`config.mk`:
```
export PLATFORM = sky130hd
export DESIGN_NAME = destuff_extract
export DESIGN_NICKNAME = d
export VERILOG_FILES = /design/src/rtl/destuff_extract.sv
export SDC_FILE = /design/constraint.sdc
export NUM_CORES = 1
export LEC_CHECK = 0
export BUFFER_PORTS_ARGS = -buffer_cell sky130_fd_sc_hd__buf_4
export CAP_MARGIN = 10
export CORE_MARGIN = 2
export CORE_UTILIZATION = 57
export DETAILED_ROUTE_END_ITERATION = 10
export PLACE_DENSITY = 0.79
export SETUP_SLACK_MARGIN = 0.3
export SLEW_MARGIN = 20
export SYNTH_ARGS = -nofsm -noshare
export SYNTH_HDL_FRONTEND = slang
export SYNTH_SLANG_ARGS = --single-unit
export TNS_END_PERCENT = 100
```
`constraint.sdc`:
```
create_clock -name clk -period 5.65 [get_ports clk]
set_input_delay 0.2825 -clock clk [delete_from_list [all_inputs] [get_ports clk]]
set_output_delay 0.2825 -clock clk [all_outputs]
set_load 0.005 [all_outputs]
```
`src/rtl/destuff_extract.sv`:
```
// Receive-side stuff removal: regenerates the (j*cm) mod pm < cm slot pattern and forwards only data slots.
// Optional DESTUFF_CHECK_EN adds truncated-frame, overrun and sof/slot-collision error detection.
module destuff_extract #(
  parameter int MPT_W  = 8,
  parameter int DATA_W = 8
) (
  input  logic              clk,
  input  logic              rst_n,
  input  logic [MPT_W-1:0]  pm,
  input  logic [MPT_W-1:0]  cm,
  input  logic              sof,
  input  logic              valid_in,
  input  logic [DATA_W-1:0] slot_in,
  output logic [DATA_W-1:0] data_out,
  output logic              data_valid,
  output logic              last_out,
  output logic              ds_out,
  output logic              frame_done,
  output logic              err
);

  typedef enum logic {IDLE, ACTIVE} state_t;

  state_t           state_q;
  logic [MPT_W-1:0] pm_q, cm_q, acc_q, cnt_q;
  logic [MPT_W:0]   sum;
  logic [MPT_W-1:0] nxt;
  logic             ds, last, bad_cfg, sof_err;
`ifdef DESTUFF_CHECK_EN
  logic             done_q;
`endif

  // acc < pm and cm <= pm, so a single conditional subtract keeps acc in range
  always_comb begin
    sum     = {1'b0, acc_q} + {1'b0, cm_q};
    nxt     = (sum >= {1'b0, pm_q}) ? MPT_W'(sum - {1'b0, pm_q}) : sum[MPT_W-1:0];
    ds      = (nxt < cm_q);
    last    = (({1'b0, cnt_q} + (MPT_W+1)'(1)) == {1'b0, pm_q});
    bad_cfg = (pm < MPT_W'(2)) || (cm == '0) || (cm > pm);
`ifdef DESTUFF_CHECK_EN
    sof_err = bad_cfg || ((state_q == ACTIVE) && (cnt_q != '0)) || valid_in;
`else
    sof_err = bad_cfg;
`endif
  end

  always_ff @(posedge clk or negedge rst_n) begin
    if (!rst_n) begin
      state_q    <= IDLE;
      pm_q       <= '0;
      cm_q       <= '0;
      acc_q      <= '0;
      cnt_q      <= '0;
      data_out   <= '0;
      data_valid <= 1'b0;
      last_out   <= 1'b0;
      ds_out     <= 1'b0;
      frame_done <= 1'b0;
      err        <= 1'b0;
`ifdef DESTUFF_CHECK_EN
      done_q     <= 1'b0;
`endif
    end else begin
      data_valid <= 1'b0;
      last_out   <= 1'b0;
      frame_done <= 1'b0;
      if (sof) begin
        pm_q    <= pm;
        cm_q    <= cm;
        acc_q   <= '0;
        cnt_q   <= '0;
        err     <= sof_err;
        state_q <= bad_cfg ? IDLE : ACTIVE;
`ifdef DESTUFF_CHECK_EN
        done_q  <= 1'b0;
`endif
      end else if (state_q == ACTIVE && valid_in) begin
        acc_q  <= nxt;
        cnt_q  <= cnt_q + MPT_W'(1);
        ds_out <= ds;
        if (ds) begin
          data_out   <= slot_in;
          data_valid <= 1'b1;
        end
        if (last) begin
          last_out   <= 1'b1;
          frame_done <= 1'b1;
          state_q    <= IDLE;
`ifdef DESTUFF_CHECK_EN
          done_q     <= 1'b1;
`endif
        end
      end
`ifdef DESTUFF_CHECK_EN
      else if (state_q == IDLE && valid_in && done_q) begin
        err <= 1'b1;
      end
`endif
    end
  end

endmodule

```
== Word level (Yosys, flattened, before mapping) ==
Cells that the tools add are included.

* Flip-flop bits (word level): 45
* Latch bits: 0
* Memory bits (writable): 0
* ROM bits: 0
* Input bits: 28
* Output and inout bits: 13
* Word-level logic and storage cells: 44
* Memories kept: 0

* Add/sub/neg operators: 4
* Multipliers: 0
* Div/mod/pow operators: 0
* Order comparisons: 4
* Eq/ne operators: 1
* Shift operators: 0
* Multiplexer cells: 15
* Bitwise gates (word level): 1
* Reductions and logical operators: 9

{| class="wikitable"
|+ Operator list
! kind !! number
|-
| 8-bit 2-to-1 mux || 5
|-
| 1-bit 2-to-1 mux || 10
|-
| 8-bit by 1-bit adder with 9-bit output, second input constant || 1
|-
| 8-bit by 8-bit adder with 9-bit output || 1
|-
| 9-bit by 8-bit == test with 1-bit output || 1
|-
| 9-bit by 8-bit >= comparator with 1-bit output || 1
|-
| 8-bit by 1-bit adder with 8-bit output, second input constant || 1
|-
| 8-bit greater-than comparator || 1
|-
| 8-bit zero test || 1
|-
| 8-bit by 2-bit < comparator with 1-bit output, second input constant || 1
|-
| 8-bit < comparator || 1
|-
| 8-bit subtractor || 1
|-
| 2-bit AND reduction || 2
|-
| 2-bit nonzero test || 2
|-
| 3-bit AND reduction || 1
|-
| 1-bit logical OR || 2
|-
| 1-bit logical AND || 1
|-
| 1-bit NOT || 1
|}

== Logic depth before layout (Yosys ltp) ==
Gate-level depths: netlist of the first run.

* Word-level depth: 7
* Mapped depth: 21
* Mapped depth without buffers: 20

== Worst setup path before layout of the first run ==
No wires, ideal clock.

* Path kind: register to register
* Start: register cm_q[0]
* End: register data_out[0]
* Setup time: 0.125 ns
* Data arrival time: 4.412 ns
* Required time: 5.525 ns
* Slack: 1.113 ns
* Stages on the path, launching flop included: 21
* Buffers on the path: 1
* Period minus slack after synthesis: 4.537 ns
* Cells stage by stage: dfrtp_1 > ha_1 > fa_1 > a21oi_2 > o21ai_0 > a21oi_1 > xnor2_1 > ha_1 > nand4_1 > o21ai_1 > a221oi_4 > or3b_2 > a31oi_1 > nor3b_1 > ha_1 > a211oi_1 > nand2_1 > a211oi_1 > mux2_4 > buf_6 > mux2_4

* Cells in the longest elaborated chain, start to end: 5
* Elaborated cells between the ends (all ways): 6
* Classes of those cells: add/sub: 2; order compare: 2; mux: 1; reduce/logical: 1

{| class="wikitable"
|+ Ends and longest elaborated chain
! what !! RTL line !! source
|-
| from (decl) || 25 || <nowiki>logic [MPT_W-1:0] pm_q, cm_q, acc_q, cnt_q;</nowiki>
|-
| from (signal assigned) || 69 || <nowiki>cm_q <= cm;</nowiki>
|-
| 8-bit by 8-bit adder with 9-bit output || 35 || <nowiki>sum = {1'b0, acc_q} + {1'b0, cm_q};</nowiki>
|-
| 8-bit subtractor / 9-bit by 8-bit >= comparator with 1-bit output (equally long branches) || 36 || <nowiki>nxt = (sum >= {1'b0, pm_q}) ? MPT_W'(sum - {1'b0, pm_q}) : sum[MPT_W-1:0];</nowiki>
|-
| 8-bit 2-to-1 mux || 36 ||
|-
| 8-bit < comparator * || 37 || <nowiki>ds = (nxt < cm_q);</nowiki>
|-
| 3-bit AND reduction (no source line) * || - ||
|-
| to (signal assigned) || 82 || <nowiki>data_out <= slot_in;</nowiki>
|-
| to (decl) || 14 || <nowiki>output logic [DATA_W-1:0] data_out,</nowiki>
|}

Mark *: on every way between the ends. The rest lies on a longest branch, timed or not.
A chain may end at the register's enable or synchronous reset.

== Worst setup path after layout of the first run ==
* Start: register cm_q[0]
* End: register data_out[6]

The elaborated chain is that of the path after synthesis.

==> results of run 1 <==
-- power breakdown --
part	internal, uW	switching (uW)	total (uW)	leakage, uW
registers	384	42.7	427	0.000573
clock network	85.9	111	197	0.0000450
logic	402	476	878	0.00114
-- per-stage QoR --
stage | hold slack [ns] | instances | total power, uW | util
after global routing | 0.192 | 455 | 1620 | 0.669
final | 0.203 | 455 | 1500 | 0.669
after global placement | 0.311 | 445 | 1240 | 0.647
after floorplan | -0.0131 | 342 | 1030 | -
after CTS | 0.197 | 454 | 1470 | 0.664
after detailed placement | 0.319 | 445 | 1260 | 0.647
-- state kept, by name, indices dropped and copies added (netlist names) --
name and count:
data_valid 1, ds_out 1, cnt_q 8, err 1, data_out 8, pm_q 8, frame_done 1, state_q 1
acc_q 8, cm_q 8
-- layout by cell type (no fill, tap or decap), types with 2 or more instances in the layout --
master	n
mux2_2	4
clkbuf_8	5
nand2_1	37
dfrtp_1	45
nor4_1	4
xnor2_1	14
and3_1	3
a221o_1	2
o21a_1	5
buf_4	40
a21oi_1	12
nor2b_1	4
a21oi_2	2
fa_1	2
o41ai_1	2
a22o_1	2
o21ai_0	28
nor2_1	24
a21o_1	7
xor2_1	5
clkinv_2	2
nor3_1	5
nand3_1	5
a211oi_2	3
o311ai_0	2
o31ai_1	6
ha_1	32
mux2_4	9
inv_1	31
a31oi_1	3
or3_1	4
and2_1	4
nand4_1	8
-- repair_timing --
action,4_1_cts,5_1_grt
resized for setup,0,5
endpoints found under the setup margin,0,8
hold buffers,1,0
endpoints found under the hold margin,45,0
-- worst register-to-register path, cell delays in order (launching register included) --
cell and delay, ns:
dfrtp_1 0.40, ha_1 0.23, fa_1 0.42, a21oi_2 0.23, o21ai_0 0.12, a21oi_1 0.23, xnor2_1 0.18, ha_1 0.33
a21oi_1 0.22, o21ai_0 0.13, a22oi_2 0.32, nand2_4 0.17, mux2_2 0.33, ha_1 0.31, a211oi_2 0.25, nand2_1 0.13
a211oi_2 0.31, mux2_2 0.30, mux2_4 0.31
-- synthesized netlist by cell type (all sizes together), types with 6 or more instances --
library cell   n  area share
a21oi         14       0.024
o21ai         29       0.046
dfrtp         45        0.36
nor2          24       0.028
xnor2         14       0.039
mux2          12       0.053
nand2         38       0.047
nand4          8       0.016
o31ai          6       0.014
inv           31       0.037
a21o           7       0.017
ha            32        0.13
-- cell type report --
type	count	area, um^2
fill	435	1800
tap	72	90.1
timing repair buffer	41	310
clock buffer	6	72.6
inverter	31	116
clock inverter	2	10.0
sequential	45	1130
multi-input combinational	258	1910
-- routing by layer --
layer / vias up / wire [um]
li1: 1302 / -
met4: 0 / 125
met3: 9 / 421
met1: 1271 / 3450
met2: 64 / 3580
met5: - / 0
-- final timing paths --
check	start	endpoint	slack [ns]
max	cm_q[0]	data_out[6]	0.60
min	pm[6]	pm_q[6]	0.20
max reg2reg	cm_q[0]	data_out[6]	0.60
min reg2reg	err	err	0.50
max in group asynchronous	rst_n	acc_q[5]	4.72
min in group asynchronous	rst_n	cnt_q[7]	0.55
-- logic make-up (layout without fill, tap and decap cells) --
kind of cell    Yosys count  after routing  share of synthesized area
simple gates            104            104                      0.157
compound gates           87             87                      0.189
flops                    45             45                      0.355
buf+inv                  40             80                     0.0509
fa+ha+maj                34             34                      0.139
xor+xnor                 19             19                     0.0525
mux                      13             14                     0.0564
==> metrics, run 1 <==
status finished, final reports clean; worst-path maximum fanout 9; TritonCTS clock tree built; Synth cell types 54; Worst Tran Pin Value 0.572 ns; GR Util met3 0.0517; Die Wd 78.6 um; clock slew seen by the registers of the worst setup and hold paths 0.09 ns; Placeable Area 5440 um^2; GR peak layer met2; post-route setup slack 0.604 ns; Syn Area/Cell 9.27 um^2; worst min-delay path class in2reg; kind of end point of the critical path register; Placed Area 3520 um^2; drt total wl 7.58 mm; Area growth, synth to finish 14.8%; largest net degree at the start of global routing 47; Hold Vio Cnt, Final 0; ys async rst share 1.00; Tcrit/Tclk final 0.893; Wirelength per Cell 16.7 um; Final GP Congestion 0.983; Final Max Slew Viols 0; initial antenna violation count 0; GRT Util Overall 0.267; R2R cell count 18; WP data arrival 5.24 ns; Buf+Inv Stages, Crit Path 0; die height 78.6 um; CP cell instances ha_1, fa_1, a21oi_2, o21ai_0, a21oi_1, xnor2_1, ha_1, a21oi_1, o21ai_0, a22oi_2, nand2_4, mux2_2, ha_1, a211oi_2, nand2_1, a211oi_2, mux2_2, mux2_4; cell area after technology mapping 3170 um^2; #FFs+latches synth 45; M1 GR Usage 0.355; DP Worst Slack 0.699 ns; grt ovf 0; number of synthesized flops with an enable pin 0; Max Buffers Root-to-Sink 2; Layout Nets 444; Power Dens Cells 412 nW/um^2; DRC violations left 0; WS Path Type reg2reg; relative slew slack 0.617; Hold Crit Depth 3; Iter 0 DRT Violations 175; M2 GR Usage 0.438; fraction of layout cells with a size suffix above 1 0.191; vias 2646; Post-Synthesis Cells 342; ANT cells 0; f_max 198 MHz; critical path depth 18; Final TNS setup 0 ns; port bufs 40; Top FF cell, synth dfrtp_1; Worst Skew 0.00947 ns; worst path required time 5.85 ns; H-tree levels 2; router iterations before antenna repair 5; register area share after synthesis 0.355; Num CTS Buffers 5; CP Launch Type register; final critical-path required period 5.05 ns; Final HPWL DP 5.82 mm; antenna-violating nets left 0; first-pass GRT wire length 12.7 mm; RSZ-0062 raised after global routing no; Clock Sinks 45; Final setup viols 0; clock root buffer clkbuf_8; row cnt 27; maximum vdd drop 0.288 mV; Clk Latency, worst-skew pair 0.30 ns; CP top delay family compound AO/OA/AOI/OAI gates; # Max-Cap Violations 0; Worst path max stage delay 0.42 ns; drt via density 5.82; design area 3640 um^2; vias in the first global route 2624; Slowest-stage cell, CP fa_1; Syn. warnings 0; Die ar. 6180 um^2; cell mode on critical path ha_1; Post-Syn Nets 404; Pleak 0.00176 uW; I/O pin cnt 41; Post-CTS Setup Inserts 0; Starting Density 0.583
Note: power is estimated with default switching activity, not from simulation.
==> run 2: changes to the inputs <==
--- a/config.mk
+++ b/config.mk
@@ -7,10 +7,10 @@
 export LEC_CHECK = 0
 export BUFFER_PORTS_ARGS = -buffer_cell sky130_fd_sc_hd__buf_4
 export CAP_MARGIN = 10
-export CORE_MARGIN = 2
+export CORE_MARGIN = 5
 export CORE_UTILIZATION = 57
 export DETAILED_ROUTE_END_ITERATION = 10
-export PLACE_DENSITY = 0.79
+export PLACE_DENSITY = 0.91
 export SETUP_SLACK_MARGIN = 0.3
 export SLEW_MARGIN = 20
 export SYNTH_ARGS = -nofsm -noshare
==> metrics, run 2 (synthesis results as in run 1) <==
Pleak 0.00176 uW; Final TNS setup 0 ns; Worst Skew 0.00816 ns; Layout Nets 444; row cnt 27; # Max-Cap Violations 0; Max Buffers Root-to-Sink 2; M2 GR Usage 0.381; GR peak layer met2; GRT Util Overall 0.229; CP cell instances ha_1, fa_1, a21oi_2, o21ai_0, a21oi_1, xnor2_1, ha_1, nand4_1, o21ai_2, a221oi_4, or3b_2, a31oi_1, nor3b_1, ha_1, a211oi_2, nand2_1, a211oi_2, mux2_4, mux2_4; Post-Layout Cell Count 455; first-pass GRT wire length 13.2 mm; Power Dens Cells 414 nW/um^2; Die ar. 7160 um^2; H-tree levels 2; CP Launch Type register; M1 GR Usage 0.306; DP Worst Slack 0.599 ns; grt ovf 0; Hold Worst Slack 0.199 ns; port bufs 40; antenna-violating nets left 0; post-route setup slack 0.531 ns; status finished, final reports clean; f_max 195 MHz; Hold Crit Depth 3; Wirelength per Cell 17.7 um; clock root buffer clkbuf_8; dpl cells 445; maximum vdd drop 0.217 mV; WS Path Type reg2reg; TritonCTS clock tree built; worst min-delay path class in2reg; relative slew slack 0.608; Final Util 0.667; vias in the first global route 2717; largest net degree at the start of global routing 47; clock slew seen by the registers of the worst setup and hold paths 0.09 ns; Final setup viols 0; final critical-path required period 5.12 ns; Num CTS Buffers 5; ANT cells 0; die height 84.6 um; I/O pin cnt 41; CP top delay family compound AO/OA/AOI/OAI gates; Starting Density 0.580; commonest non-fill, non-tap cell in the layout dfrtp_1; DRC violations left 0; GR Util met3 0.0314; Final GP Congestion 0.933; Placeable Area 5470 um^2; WP data arrival 5.30 ns; drt total wl 8.07 mm; Final Max Slew Viols 0; Die Wd 84.6 um; RSZ-0062 raised after global routing no; Area growth, synth to finish 15.0%; worst-path maximum fanout 6; Slowest-stage cell, CP or3b_2; Clk Latency, worst-skew pair 0.30 ns; Clock Sinks 45; commonest non-fill, non-tap cells in the layout dfrtp_1 (45), buf_4 (40), nand2_1 (37); worst path required time 5.83 ns; Final HPWL DP 6.05 mm; drt via density 6.08; initial antenna violation count 0; Worst path max stage delay 0.45 ns; critical path depth 19; Post-CTS Setup Inserts 0; R2R cell count 19; fraction of layout cells with a size suffix above 1 0.193; Tcrit/Tclk final 0.906; vias 2768; router iterations before antenna repair 5; Iter 0 DRT Violations 189; Buf+Inv Stages, Crit Path 0; Hold Vio Cnt, Final 0; Worst Tran Pin Value 0.588 ns; kind of end point of the critical path register; cell mode on critical path ha_1
==> run 2: layer usage <==
layer | vias to the layer above | routed length [um] | share of wire
met5 | - | 0 | 0
met4 | 0 | 144 | 0.018
met3 | 12 | 551 | 0.068
met2 | 138 | 3930 | 0.49
met1 | 1311 | 3450 | 0.43
li1 | 1307 | - | -
==> run 2: cell type report <==
type                            instances  area (um^2)
Clock inverter                          2         10.0
Fill cell                             437         1820
Timing Repair Buffer                   41          310
Multi-Input combinational cell        258         1920
Inverter                               31          116
Tap cell                               72         90.1
Clock buffer                            6         72.6
Sequential cell                        45         1130
==> run 2: timing repair <==
action                                  4_1_cts  5_1_grt
hold endpoints to repair                      9        0
gates resized for setup                       0        6
hold buffers                                  1        0
endpoints found under the setup margin        0        8
==> run 2: per-stage QoR <==
stage          cell area, um^2  total power, uW
4_1_cts                   3610             1470
3_5_place_dp              3520             1270
6_report                  3650             1510
2_1_floorplan             3170             1030
5_1_grt                   3650             1630
3_3_place_gp              3520             1240
==> run 2: path summary, 6_finish.rpt <==
| check | from | to | slack [ns] |
|---|---|---|---|
| max | cm_q[0] | data_out[3] | 0.53 |
| min reg2reg | ds_out | ds_out | 0.50 |
| max reg2reg | cm_q[0] | data_out[3] | 0.53 |
| min | pm[6] | pm_q[6] | 0.20 |
| min in group asynchronous | rst_n | err | 0.53 |
| max in group asynchronous | rst_n | acc_q[3] | 4.71 |
==> run 2: power by group <==
| group | total [uW] | internal [uW] | leakage (uW) | switching, uW |
|---|---|---|---|---|
| clock | 197 | 85.9 | 0.0000450 | 111 |
| sequential | 426 | 384 | 0.000573 | 41.8 |
| combinational | 888 | 406 | 0.00114 | 482 |
| total | 1510 | 876 | 0.00176 | 635 |
==> run 2: worst register-to-register path, delay by kind of cell (launching register included) <==
| kind | cells | cell delay, ns |
|---|---|---|
| AO/OA/AOI/OAI | 8 | 1.68 |
| adder cells (fa/ha/maj) | 4 | 1.37 |
| AND/OR/NAND/NOR | 4 | 0.82 |
| multiplexers | 2 | 0.57 |
| flip-flops | 1 | 0.41 |
| XOR/XNOR | 1 | 0.14 |
